**src/rtl/cmul_pkg.sv**
```systemverilog
// cmul_pkg: shared constants and state encoding for the complex multiply controller
package cmul_pkg;
  localparam int WIDTH_DEF = 4;
  localparam int RES_W = 2 * WIDTH_DEF + 1;
  typedef enum logic [2:0] {
    S_IDLE = 3'd0,
    S_M0   = 3'd1,
    S_M1   = 3'd2,
    S_M2   = 3'd3,
    S_M3   = 3'd4,
    S_DONE = 3'd5
  } state_e;
  function automatic int res_width(input int w);
    return 2 * w + 1;
  endfunction
endpackage

```
**src/rtl/cmul_shared_mult.sv**
```systemverilog
// cmul_shared_mult: combinational signed multiplier, full-width product
module cmul_shared_mult #(
  parameter int W = 5
) (
  input  logic signed [W-1:0]   x_i,
  input  logic signed [W-1:0]   y_i,
  output logic signed [2*W-1:0] p_o
);
  assign p_o = $signed({{W{x_i[W-1]}}, x_i} * {{W{y_i[W-1]}}, y_i});
endmodule

```
**src/rtl/complex_mult_ctrl.sv**
```systemverilog
// complex_mult_ctrl: sequential complex multiply on one shared multiplier.
// Define CMUL_GAUSS3_EN for the 3-multiply schedule; default is the 4-multiply schedule.
module complex_mult_ctrl
  import cmul_pkg::*;
#(
  parameter int WIDTH = WIDTH_DEF
) (
  input  logic                      clk,
  input  logic                      rst,
  input  logic                      start,
  input  logic signed [WIDTH-1:0]   a_re,
  input  logic signed [WIDTH-1:0]   a_im,
  input  logic signed [WIDTH-1:0]   b_re,
  input  logic signed [WIDTH-1:0]   b_im,
  output logic                      busy,
  output logic                      done,
  output logic signed [2*WIDTH:0]   res_re,
  output logic signed [2*WIDTH:0]   res_im,
  output logic                      sel_x,
  output logic                      sel_y
);
  localparam int RW = res_width(WIDTH);
  localparam int MW = WIDTH + 1;
  localparam int AW = 2 * MW;
`ifdef CMUL_GAUSS3_EN
  localparam state_e LAST = S_M2;
`else
  localparam state_e LAST = S_M3;
`endif
  state_e state_q, state_d;
  logic signed [WIDTH-1:0] ar_q, ai_q, br_q, bi_q;
  logic signed [MW-1:0] ar, ai, br, bi, x, y;
  logic signed [AW-1:0] p, acc_re_q, acc_im_q, acc_re_d, acc_im_d;
  logic signed [RW-1:0] res_re_q, res_im_q;
  logic busy_q, done_q, sel_x_q, sel_y_q, sx_d, sy_d, accept;
  assign ar = {ar_q[WIDTH-1], ar_q};
  assign ai = {ai_q[WIDTH-1], ai_q};
  assign br = {br_q[WIDTH-1], br_q};
  assign bi = {bi_q[WIDTH-1], bi_q};
  assign accept = (state_q == S_IDLE) && start;
  cmul_shared_mult #(.W(MW)) u_mult (.x_i(x), .y_i(y), .p_o(p));
  always_comb begin
    state_d = state_q;
    case (state_q)
      S_IDLE:  state_d = start ? S_M0 : S_IDLE;
      S_M0:    state_d = S_M1;
      S_M1:    state_d = S_M2;
      S_M2:    state_d = (LAST == S_M2) ? S_DONE : S_M3;
      S_M3:    state_d = S_DONE;
      default: state_d = S_IDLE;
    endcase
  end
`ifdef CMUL_GAUSS3_EN
  // k1 feeds both accumulators, k2 only the imaginary one, k3 is removed from the real one
  always_comb begin
    x = (state_q == S_M0) ? ar + ai : (state_q == S_M1) ? ar : ai;
    y = (state_q == S_M0) ? br : (state_q == S_M1) ? bi - br : br + bi;
    acc_re_d = (state_q == S_M0) ? acc_re_q + p : (state_q == S_M2) ? acc_re_q - p : acc_re_q;
    acc_im_d = (state_q == S_M0 || state_q == S_M1) ? acc_im_q + p : acc_im_q;
    sx_d = state_d == S_M2;
    sy_d = state_d == S_M1 || state_d == S_M2;
  end
`else
  always_comb begin
    x = (state_q == S_M0 || state_q == S_M2) ? ar : ai;
    y = (state_q == S_M0 || state_q == S_M3) ? br : bi;
    acc_re_d = (state_q == S_M0) ? acc_re_q + p : (state_q == S_M1) ? acc_re_q - p : acc_re_q;
    acc_im_d = (state_q == S_M2 || state_q == S_M3) ? acc_im_q + p : acc_im_q;
    sx_d = state_d == S_M1 || state_d == S_M3;
    sy_d = state_d == S_M1 || state_d == S_M2;
  end
`endif
  always_ff @(posedge clk) begin
    if (rst) begin
      state_q  <= S_IDLE;
      ar_q     <= '0;
      ai_q     <= '0;
      br_q     <= '0;
      bi_q     <= '0;
      acc_re_q <= '0;
      acc_im_q <= '0;
      res_re_q <= '0;
      res_im_q <= '0;
      busy_q   <= 1'b0;
      done_q   <= 1'b0;
      sel_x_q  <= 1'b0;
      sel_y_q  <= 1'b0;
    end else begin
      state_q  <= state_d;
      busy_q   <= state_d != S_IDLE;
      done_q   <= state_d == S_DONE;
      sel_x_q  <= sx_d;
      sel_y_q  <= sy_d;
      acc_re_q <= acc_re_d;
      acc_im_q <= acc_im_d;
      if (accept) begin
        ar_q     <= a_re;
        ai_q     <= a_im;
        br_q     <= b_re;
        bi_q     <= b_im;
        acc_re_q <= '0;
        acc_im_q <= '0;
      end
      // final sums always fit RW bits even though intermediates may not
      if (state_q == LAST) begin
        res_re_q <= acc_re_d[RW-1:0];
        res_im_q <= acc_im_d[RW-1:0];
      end
    end
  end
  assign busy   = busy_q;
  assign done   = done_q;
  assign res_re = res_re_q;
  assign res_im = res_im_q;
  assign sel_x  = sel_x_q;
  assign sel_y  = sel_y_q;
endmodule

```
**config.mk**
```make
export PLATFORM = sky130hd
export DESIGN_NAME = complex_mult_ctrl
export DESIGN_NICKNAME = d
export VERILOG_FILES = /design/src/rtl/cmul_pkg.sv /design/src/rtl/cmul_shared_mult.sv /design/src/rtl/complex_mult_ctrl.sv
export SDC_FILE = /design/constraint.sdc
export NUM_CORES = 1
export LEC_CHECK = 0
export ABC_AREA = 1
export BUFFER_PORTS_ARGS = -buffer_cell sky130_fd_sc_hd__buf_2
export CORE_MARGIN = 5
export CORE_UTILIZATION = 57
export CTS_BUF_LIST = sky130_fd_sc_hd__clkbuf_8
export DETAILED_ROUTE_END_ITERATION = 10
export GPL_TIMING_DRIVEN = 0
export HOLD_SLACK_MARGIN = 0.12
export PLACE_DENSITY = 0.73
export SLEW_MARGIN = 5
export SYNTH_ARGS = -nofsm -noshare
export SYNTH_HDL_FRONTEND = slang
export SYNTH_HIERARCHICAL = 1
export SYNTH_SLANG_ARGS = --single-unit
```
**constraint.sdc**
```tcl
create_clock -name clk -period 6.9 [get_ports clk]
set_input_delay 0.69 -clock clk [delete_from_list [all_inputs] [get_ports clk]]
set_output_delay 0.69 -clock clk [all_outputs]
set_load 0.03 [all_outputs]
```
Word-level counts from Yosys, hierarchy flattened
Index checks and enable logic that the tools add are counted.
Word-level totals
  logic and storage cells: 44
  flip-flop bits (word level): 61
  input bits: 19
Operators by class
  eq/ne operators: 8
  mux-type cells: 7
  multipliers: 1
  add/subtract/negate cells: 3
  reductions and logical operators: 10
Operators by type and width (number)
  $add 10x10->10: 2
  $mux 10: 2
  $pmux 3 s5: 1
  $eq 3x2->1 const B: 4
  $mul 5x5->10: 1
  $mux 5: 2
  $sub 10x10->10: 1
  $eq 3x3->1 const B: 3
  $mux 9: 1
  $logic_or 1x1->1: 5
  $eq 3x1->1 const B: 1
  $logic_not 3->1: 1
  $reduce_bool 3->1: 1
  $reduce_bool 2->1: 1
  $reduce_or 2->1: 1
  $logic_and 1x1->1: 1
  $mux 1: 1

Depth between registers and ports, before layout
  depth in word-level cells: 7
  mapped depth: 32
  gate-level depth less buffers: 31

Modules after synthesis
Netlist, hierarchy kept.
Modules (own cells, without submodules)
  complex_mult_ctrl: cells each 511, instances 1, area each 3488.3 µm², sequential area each 1181.1 µm²
  cmul_shared_mult: cells each 159, instances 1, area each 1056.0 µm², sequential area each 0.0 µm²

Worst setup path before layout
No wires, ideal clock.
  path type: register -> register
  from: reg state_q[2]
  to: reg res_re_q[8], in the netlist res_re[8]
  cell stages (with the launch flop): 29
  data required time: 6.791 ns
  library setup time: 0.109 ns
  clock period less this slack: 5.576 ns
  data arrival time: 5.467 ns
  slack: 1.324 ns
  cells stage by stage: dfxtp_1 inv_2 nand2_2 nor2_4 inv_2 buf_6 nand2_1 o21ai_0 inv_1 or2_2 fa_1 fa_1 inv_1 fa_1 fa_1 a31oi_1 xnor2_1 inv_1 ha_1 nand2_1 inv_1 a21oi_1 nand2_1 nand2_1 nand3_1 nand2_1 nand3_1 nand2_1 inv_1
Between the ends
  longest elaborated chain between the ends: 7
RTL lines
  from (decl): line complex_mult_ctrl.sv:30  | state_e state_q, state_d;
  from (signal assigned): line complex_mult_ctrl.sv:89  | state_q <= state_d;
  $eq 3x1->1 / $eq 3x3->1 (equally long branches): line complex_mult_ctrl.sv:66  | y = (state_q == S_M0 || state_q == S_M3) ? br : bi;
  $logic_or 1x1->1 (*): line complex_mult_ctrl.sv:66
  $mux 5 (*): line complex_mult_ctrl.sv:66
  net y[3]: line complex_mult_ctrl.sv:32  | logic signed [MW-1:0] ar, ai, br, bi, x, y;
  $mul 5x5->10 (*): line cmul_shared_mult.sv:9  | assign p_o = $signed({{W{x_i[W-1]}}, x_i} * {{W{y_i[W-1]}}, y_i});
  net p[7]: line complex_mult_ctrl.sv:33  | logic signed [AW-1:0] p, acc_re_q, acc_im_q, acc_re_d, acc_im_d;
  $sub 10x10->10: line complex_mult_ctrl.sv:67  | acc_re_d = (state_q == S_M0) ? acc_re_q + p : (state_q == S_M1) ? acc_re_q - p : acc_re_q;
  $mux 10: line complex_mult_ctrl.sv:67
  $mux 10 (*): line complex_mult_ctrl.sv:67
  to (signal assigned): line complex_mult_ctrl.sv:106  | res_re_q <= acc_re_d[RW-1:0];
  to (decl): line complex_mult_ctrl.sv:34  | logic signed [RW-1:0] res_re_q, res_im_q;
Mark *: on every way through the listed nets, which the timed path passes. The rest lies on a longest branch. The select of a mux whose other input is x is not followed.
A chain may end at the register's enable or synchronous reset.

Worst setup path in the final report
  from: reg state_q[0]
  to: reg res_re_q[8], in the netlist res_re[8]
The elaborated chain is that of the path after synthesis.

==> results.tsv <==
stage	metric	value	unit
sta	period_needed	6130	ps
sta	hold_violations	0	
cts	cts_buffers	9	
die	num_rows	32	
routing	drtIter0Drc	149	
pwr	seqPwrFrac	0.276	
routing	drt_pass1_iterations	5	
die	die_area	0.00956	mm2
routing	vias_per_cell	4.81	
placed_design	place_inst	775	
pwr	power_frac_clock	0.255	
sta	worst_pin_slew	1020	ps
cts	cts_sinks	59	
global_routing	grt_max_degree	12	
yosys	synth_area_per_cell	6.94	um2
cts	clkSlewWorstSetupHoldPaths	70	ps
critical_path	path_max_fanout	10	
global_routing	grt_pass1_wl	16.9	mm
layout	nets	762	
pwr	power.density	284	mW/mm2
critical_path	crit_required	7140	ps
critical_path	critPathCaptureType	flop	
layout	area_growth	12.6	%
die	die_x	97.8	um
sta	grt_setup_unrepaired	no	
critical_path	r2r_slack	770	ps
pwr	p_leak	0.00281	uW
critical_path	crit_end	res_re[8]$_SDFFE_PP0P_	
sta	relSlewSlack	0.313	
global_routing	globalRouteMet1Util	0.279	
critical_path	start_kind	flop	
sta	finClkSkew	10.9	ps
global_routing	grt-busiest-layer	met2	
routing	wl_per_cell	12.2	um
pwr	power.total	1400	uW
critical_path	r2r-end	res_re[8]$_SDFFE_PP0P_	
global_routing	gr-usage-met2	0.367	
critical_path	cp.arrival	6370	ps
die	fp.dieH	97.8	um
sta	setup_viol	0	
critical_path	critPathLaunch	state_q[0]$_SDFF_PP0_	
global_routing	grt_use_total	0.213	
die	core-area	0.00761	mm2
yosys	synth_cells	633	
run	cap_violations	0	
layout	post-route-util	0.650	
cts	cts_hold_buffers	0	
die	pin_count	41	
routing	routed-via-count	3801	
yosys	ys_warn_count	6	
critical_path	path_class	reg2reg	
sta	tns	0	ps
critical_path	critPathMaxStageDelay	540	ps
global_routing	grt.met3_usage	0.0386	
pwr	p_int	812	uW
placed_design	gp_congestion	0.931	
critical_path	r2r-start	state_q[0]$_SDFF_PP0_	
sta	fin_crit_sh	0.889	
routing	routed_wl	9.64	mm
cts	cts.path.max_buffers	2	
yosys	synth_nets	711	
pwr	peakVddDrop	0.178	mV
global_routing	antenna_found_initial	0	
cts	clk_latency	340	ps
outcome	status	completed	
cts	postCtsSetupRepairBufs	0	
pwr	combPwrFrac	0.469	
layout	final_layout_size_suffix_gt1_frac	0.123	
min_path	hp-class	reg2reg	
routing	drc_errors	0	
sta	slew_violations	0	
sta	fmax	163	MHz
pwr	switchingPower	593	uW
yosys	syn_area	0.00439	mm2
die	initial_core_util	0.577	
placed_design	dp_hpwl	7.60	mm
layout	final_cells	791	
global_routing	grt_pass1_vias	3819	
cts	cts_max_level	3	
critical_path	slowest_stage	fa_1	
cts	tritoncts	built	
critical_path	ff2ff_path_depth	28	
critical_path	crit_top_cell	nand2_1	
global_routing	grt-ovfl-total	0	
layout	antenna_cells	0	
cts	cts-root-buf	clkbuf_8	
routing	ant_nets	0	
placed_design	placement.io_buffers	40	
pwr	sw_frac_of_total	0.422	
cells in the final DEF, fill, tap and decap left out, types with 6 or more instances in the layout:
cell type	n
ha_1	39
dfxtp_1	59
xor2_1	10
buf_2	46
fa_1	20
o21ai_0	39
nand3_1	38
nand2_1	123
a21oi_1	36
inv_2	6
nor2_1	77
clkbuf_1	6
inv_1	132
clkbuf_8	10
layout make-up:
cell class,count,area [um2]
multi-input combinational,418,2580
buffer,18,113
timing repair buffer,40,200
fill,702,2660
clock buffer,10,138
clock inverter,6,88.8
inverter,138,518
sequential,59,1180
tap,102,128
power by group through the flow:
stage	clock network [uW]	registers [uW]	logic (uW)
after detailed placement	0	395	656
after CTS	363	387	665
after global placement	0	394	641
after global routing	378	391	770
after floorplan	0	405	503
final	359	387	659
metal layers:
metal	wire length [um]	up-vias	part of all wire
met2	4530	58	0.47
met5	0	-	0
met3	365	12	0.038
met1	4640	1692	0.48
li1	-	2039	-
met4	102	0	0.011
timing repair:
item | 4_1_cts | 5_1_grt
gates resized for setup | 0 | 1
hold endpoints to repair | 0 | 0
setup endpoints to repair | 0 | 1
sequential cells by signal, summed over array words and instances, names as in the netlist:
name	count
sel_y	1
br_q	4
res_re	9
bi_q	4
ar_q	4
acc_re_q	9
ai_q	4
state_q	3
sel_x	1
res_im	9
busy	1
acc_im_q	9
done	1
critical path, delay by kind of cell, from the launching register on:
kind	cells	cell delay (ps)
fa+ha+maj	5	2450
buf+inv	7	630
simple gates	12	1470
compound gates	3	760
xor+xnor	1	280
flops	1	410
through the flow:
stage | instance area (um2) | setup WS [ps] | hold WS (ps)
floorplan | 4390 | 1350 | 424
global placement | 4720 | 558 | 433
detailed placement | 4720 | 501 | 440
CTS | 4950 | 475 | 450
global route | 4950 | 232 | 470
finish | 4950 | 769 | 447
worst min-delay path by stage:
| stage | to | start | depth (start not counted) |
|---|---|---|---|
| 2_1_floorplan | ai_q[0]$_SDFFE_PP0P_ | ai_q[0]$_SDFFE_PP0P_ | 2 |
| 3_3_place_gp | ai_q[2]$_SDFFE_PP0P_ | ai_q[2]$_SDFFE_PP0P_ | 2 |
| 3_5_place_dp | bi_q[3]$_SDFFE_PP0P_ | bi_q[3]$_SDFFE_PP0P_ | 2 |
| 4_1_cts | bi_q[3]$_SDFFE_PP0P_ | bi_q[3]$_SDFFE_PP0P_ | 2 |
| 5_1_grt | br_q[0]$_SDFFE_PP0P_ | br_q[0]$_SDFFE_PP0P_ | 2 |
| 6_report | ai_q[3]$_SDFFE_PP0P_ | ai_q[3]$_SDFFE_PP0P_ | 2 |
Note: power is estimated with default switching activity, not from simulation.
